**src/rtl/dma_priority_arbiter.sv**
```systemverilog
// rtl/dma_priority_arbiter.sv - channel priority arbiter for an 8237A-style DMA controller
//
// Samples the four DREQ pins and merges them with the software request register.
// It applies the mask and the command-register polarity, disable and priority-mode
// bits, then locks a single channel as the granted channel until the timing FSM
// reports the end of service.
//
// Ports:
//   CLK          system clock, rising edge
//   RESET        synchronous active-high reset
//   DREQ         raw channel request pins
//   dreqSense    0 = DREQ active high, 1 = DREQ active low
//   dackSense    0 = DACK active low, 1 = DACK active high
//   rotating     0 = fixed priority (ch0 highest), 1 = rotating priority
//   ctrlDisable  blocks new grants
//   maskReg      per-channel hardware request mask (1 = ignored)
//   swReqWr      one-cycle write strobe for the software request register
//   swReqData    [2] = set/clear value, [1:0] = channel
//   validDACK    acknowledge window from the timing FSM
//   cycleDone    end-of-service pulse from the timing FSM
//   eopDone      terminal count / external EOP on the granted channel
//   VALID_DREQ   one-hot granted request, 0 when idle
//   chSel        granted channel index, holds its value when idle
//   busy         a grant is active
//   DACK         acknowledge pins, polarity per dackSense
//   reqStatus    registered pending-request bits (status register [7:4])

module dma_priority_arbiter #(
  parameter int NUM_CH = 4
) (
  input  logic              CLK,
  input  logic              RESET,
  input  logic [NUM_CH-1:0] DREQ,
  input  logic              dreqSense,
  input  logic              dackSense,
  input  logic              rotating,
  input  logic              ctrlDisable,
  input  logic [NUM_CH-1:0] maskReg,
  input  logic              swReqWr,
  input  logic [2:0]        swReqData,
  input  logic              validDACK,
  input  logic              cycleDone,
  input  logic              eopDone,
  output logic [NUM_CH-1:0] VALID_DREQ,
  output logic [1:0]        chSel,
  output logic              busy,
  output logic [NUM_CH-1:0] DACK,
  output logic [NUM_CH-1:0] reqStatus
);

  typedef enum logic {
    IDLE  = 1'b0,
    GRANT = 1'b1
  } state_t;

  state_t            state;
  logic [NUM_CH-1:0] dreqQ;
  logic [NUM_CH-1:0] swReq;
  logic [1:0]        lowPri;
  logic [NUM_CH-1:0] elig;

  logic [1:0]        start;
  logic [1:0]        idx;
  logic [1:0]        winner;
  logic              found;

  logic [NUM_CH-1:0] swSetMask;
  logic [NUM_CH-1:0] swClrMask;

  // Input sync stage with polarity normalisation: dreqQ is always active high.
  always_ff @(posedge CLK) begin
    if (RESET) begin
      dreqQ <= '0;
    end else begin
      dreqQ <= DREQ ^ {NUM_CH{dreqSense}};
    end
  end

  // Software request register. The EOP clear is applied after the write so a
  // write and a clear landing on the same bit leave it cleared.
  always_comb begin
    swSetMask = '0;
    swClrMask = '0;
    if (swReqWr) begin
      swSetMask[swReqData[1:0]] = 1'b1;
    end
    if (eopDone) begin
      swClrMask[chSel] = 1'b1;
    end
  end

  always_ff @(posedge CLK) begin
    if (RESET) begin
      swReq <= '0;
    end else begin
      if (swReqWr) begin
        swReq <= ((swReq & ~swSetMask) | (swReqData[2] ? swSetMask : '0)) & ~swClrMask;
      end else begin
        swReq <= swReq & ~swClrMask;
      end
    end
  end

  // Software requests bypass the mask.
  assign elig = (dreqQ & ~maskReg) | swReq;

  always_ff @(posedge CLK) begin
    if (RESET) begin
      reqStatus <= '0;
    end else begin
      reqStatus <= elig;
    end
  end

  // Priority search. Fixed mode always starts at ch0; rotating mode starts one
  // above the last serviced channel and wraps. With lowPri at its reset value
  // of 3 both modes give the same order.
  always_comb begin
    start  = rotating ? (lowPri + 2'd1) : 2'd0;
    idx    = '0;
    winner = '0;
    found  = 1'b0;
    for (int i = 0; i < NUM_CH; i++) begin
      idx = start + 2'(i);
      if (!found && elig[idx]) begin
        winner = idx;
        found  = 1'b1;
      end
    end
  end

  // Grant FSM. Once in GRANT, chSel and VALID_DREQ are frozen until cycleDone,
  // regardless of request, mask or disable changes.
  always_ff @(posedge CLK) begin
    if (RESET) begin
      state      <= IDLE;
      VALID_DREQ <= '0;
      chSel      <= '0;
      lowPri     <= 2'd3;
    end else begin
      case (state)
        IDLE: begin
          if (found && !ctrlDisable) begin
            state      <= GRANT;
            chSel      <= winner;
            VALID_DREQ <= NUM_CH'(1) << winner;
          end
        end
        GRANT: begin
          if (cycleDone) begin
            state      <= IDLE;
            VALID_DREQ <= '0;
            if (rotating) begin
              lowPri <= chSel;
            end
          end
        end
        default: begin
          state      <= IDLE;
          VALID_DREQ <= '0;
        end
      endcase
    end
  end

  assign busy = (state == GRANT);

  // Acknowledge is driven only inside the timing FSM's window, then inverted
  // when the pins are active low.
  always_comb begin
    DACK = '0;
    if (validDACK && busy) begin
      DACK = NUM_CH'(1) << chSel;
    end
    DACK = DACK ^ {NUM_CH{~dackSense}};
  end

endmodule

```
**config.mk**
```make
export PLATFORM = sky130hd
export DESIGN_NAME = dma_priority_arbiter
export DESIGN_NICKNAME = d
export VERILOG_FILES = /design/src/rtl/dma_priority_arbiter.sv
export SDC_FILE = /design/constraint.sdc
export NUM_CORES = 1
export LEC_CHECK = 0
export ABC_AREA = 1
export CELL_PAD_IN_SITES_DETAIL_PLACEMENT = 0
export CELL_PAD_IN_SITES_GLOBAL_PLACEMENT = 2
export CORE_ASPECT_RATIO = 0.9
export CORE_UTILIZATION = 27
export CTS_CLUSTER_SIZE = 30
export DETAILED_ROUTE_END_ITERATION = 8
export GPL_TIMING_DRIVEN = 0
export PLACE_DENSITY = 0.92
export SYNTH_ARGS = -nofsm -noshare
export SYNTH_HDL_FRONTEND = slang
export SYNTH_SLANG_ARGS = --single-unit
```
**constraint.sdc**
```tcl
create_clock -name CLK -period 3.06 [get_ports CLK]
set_clock_uncertainty 0.15 [all_clocks]
set_input_delay 0.918 -clock CLK [delete_from_list [all_inputs] [get_ports CLK]]
set_output_delay 0.918 -clock CLK [all_outputs]
set_load 0.05 [all_outputs]
```
==> results.md <==
* Max-slew violations at 0
* Overall Power at 0.7484 mW
* Max-cap viol count at 0
* GPL Wtd Cong at 0.7921
* I/O Pins at 36
* Worst-case clock buffer depth at 2
* Clock buffer count from CTS at 3
* Register area share after synthesis at 0.3265
* Clock Latency Late Sink at 0.26 ns
* R2r setup slk at 1.20 ns
* VDD IR max at 0.1889 mV
* Worst Hold Depth at 2
* Nets@finish at 253
* Critical Path AT at 1.88 ns
* Die width at 74.79 um
* Internal power at 0.4770 mW
* Slew headroom at 0.6363
* Total GRT Usage at 0.1278
* Critical Path Start Type: primary input
* EDFF count, synth at 0
* Final WL at 2948 um
* Die height at just under 70 um
* Final setup violation count at 0
* Hold_ws at between 0.3 and 0.4 ns
* 1st-pass router iterations at 4
* Mapped Cells at 194
* Area grow syn2layout at 36.44%
* Leak at 0.7742 nW
* Tmin final at 2.948 ns
* Ant. Diodes at 0
* Placement-stage cell area at around 1700 sq um
* Core Region at approximately 4500 sq um
* Row count at 23
* PortBufs at 33
* Reg power frac at 0.411
* Hold buffer count at CTS at 0
* Asr flop ratio synth at 0
* Commonest non-fill, non-tap cell in the layout: nand2_1
* Largest net degree at the start of global routing at 14
* Clock power frac at 0.251
* Yosys reg bits at 21
* Share of cells above drive strength 1 at 0.1385
* Final Cell Area at 1757 sq um
* Synth warnings at 0
* Final hold violations at 0
* Syn avg cell area at about 6.6 sq um
* Critical path's slowest cell: clkdlybuf4s50_1
* CP required at between 1.5 and 2 ns
* H-tree depth at 1
* Final WS setup at 0.1116 ns
* Clock sink total at 21
* Vias after detailed routing at between 1000 and 1500
* Initial Utilization at 0.2850
* Initial antenna violation count at 0
* Crit share post-route at 0.9635
* Worst r2r path cells at 14
* Post-Syn Area at 1287 sq um
* First-pass GRT wire length at 4968 um
* Comb pwr share at 0.338
* CTS tree: yes
* Post-route DRC at 0
* Unrepaired setup endpoints after global routing: false
* Vias in the first global route at 1162
* Place WS at -0.5967 ns
* Commonest cells after routing, fill and taps aside: nand2_1, nand3_1, clkdlybuf4s50_1, dfxtp_1, inv_1
* Starting DRT DRC Count at 50
* Die area at roughly 5000 sq um
* Top post-synthesis cells by area: dfxtp_1, nand2_1, nand3_1
* FILL cells at roughly 510
* WS Path Type: primary input to output pin
* Post-layout util at 0.3888
* Post-synth cell types at 23
* GR Overflow Total at 0
* Sw Ratio at 0.3627
* Root buf cell: clkbuf_8
* Wire length per cell at 10.06 um
* Antenna Violating Nets Remaining at 0
* Max Clock Freq at 0.3392 GHz
* Vias per inst at roughly 4.3
* Clock transition at path regs at 0.08 ns
* Sw Pwr at between 0.2 and 0.3 mW
* Crit Path Max Fanout at 4
* Status: finished, final reports clean
* Worst path max stage delay at 0.57 ns
* Worst-margin pin slew at 0.5455 ns
* Top FF cell, synth: dfxtp_1
* Yosys top cell area share at 0.3265
* DPL Wire Length at 2377 um
* Crit-path cells: clkdlybuf4s50_1 -> xor2_1 -> buf_4
* CP endpoint kind: output pin
* Hold crit path type: flop to flop
* Mapped Nets at 215
* Area leader, netlist: dfxtp_1
* Pwr/cell area at 426.0 nW/um^2
-- through the flow --
step	std cells	setup TNS, ns
2_1_floorplan	194	0
3_3_place_gp	289	-2.423
3_5_place_dp	289	-2.345
4_1_cts	293	0
5_1_grt	293	0
6_report	293	0
-- path summary, 6_finish.rpt --
check / startpoint / to
max: dackSense / DACK[3]
min: VALID_DREQ[2] / VALID_DREQ[2]
max reg2reg: lowPri[0] / VALID_DREQ[1]
min reg2reg: VALID_DREQ[2] / VALID_DREQ[2]
-- synthesized netlist by cell type (3+ instances only) --
| library cell | number |
|---|---|
| nor2_4 | 3 |
| xnor2_1 | 4 |
| nand4_1 | 3 |
| nand3_1 | 33 |
| nand2_1 | 49 |
| nand2_2 | 4 |
| clkbuf_1 | 3 |
| inv_2 | 3 |
| dfxtp_1 | 21 |
| nor2_1 | 17 |
| a21oi_1 | 11 |
| o21ai_0 | 4 |
| xor2_1 | 4 |
| inv_1 | 19 |
| nand3_2 | 5 |
-- state kept, by name, summed over array words and instances (netlist names) --
name and cells:
swReq 4, dreqQ 4, lowPri 2, chSel 2, VALID_DREQ 4, reqStatus 4
busy 1
-- worst max-delay path: cells and delay by family --
| kind | cells | cell delay (ns) |
|---|---|---|
| xor gates and xnor gates | 1 | 0.17 |
| buffers and inverters | 2 | 0.79 |
-- kinds of logic after synthesis --
family	synth area share
and+or+nand+nor	0.4597
buffers and inverters	0.08163
DFF	0.3265
AOI/OAI and AO/OA	0.07774
xor gates and xnor gates	0.05442
-- per-layer routing --
layer / global-route usage / vias to the layer above / wire (um)
met5: 0 / - / 0
met4: 0.04245 / 0 / 46
met3: 0.01343 / 5 / 67
met2: 0.2083 / 24 / 1280
met1: 0.1752 / 539 / 1554
li1: - / 704 / -
-- layout make-up --
type,instances,area [sq um],share of cell area
timing repair buffer,33,322.8,0.1838
tap,62,77.57,0.04416
clock buffer,3,41.29,0.02350
multi-input combinational,147,782.0,0.4452
inverter,22,82.58,0.04701
sequential,21,420.4,0.2393
buffer,4,22.52,0.01282
clock inverter,1,7.507,0.004274
-- power groups by stage --
stage	registers (mW)	logic [mW]	clock network [mW]
after CTS	0.307	0.254	0.192
after floorplan	0.351	0.132	0
after global placement	0.313	0.254	0
after detailed placement	0.313	0.254	0
final	0.307	0.253	0.188
after global routing	0.311	0.277	0.205
-- repair_timing --
item / 4_1_cts / 5_1_grt
setup endpoints to repair: 4 / 4
buffers inserted: 0 / 0
cloned: 0 / 0
resized for setup: 25 / 5
pin swaps: 0 / 0
(Power assumes the default switching activity.)
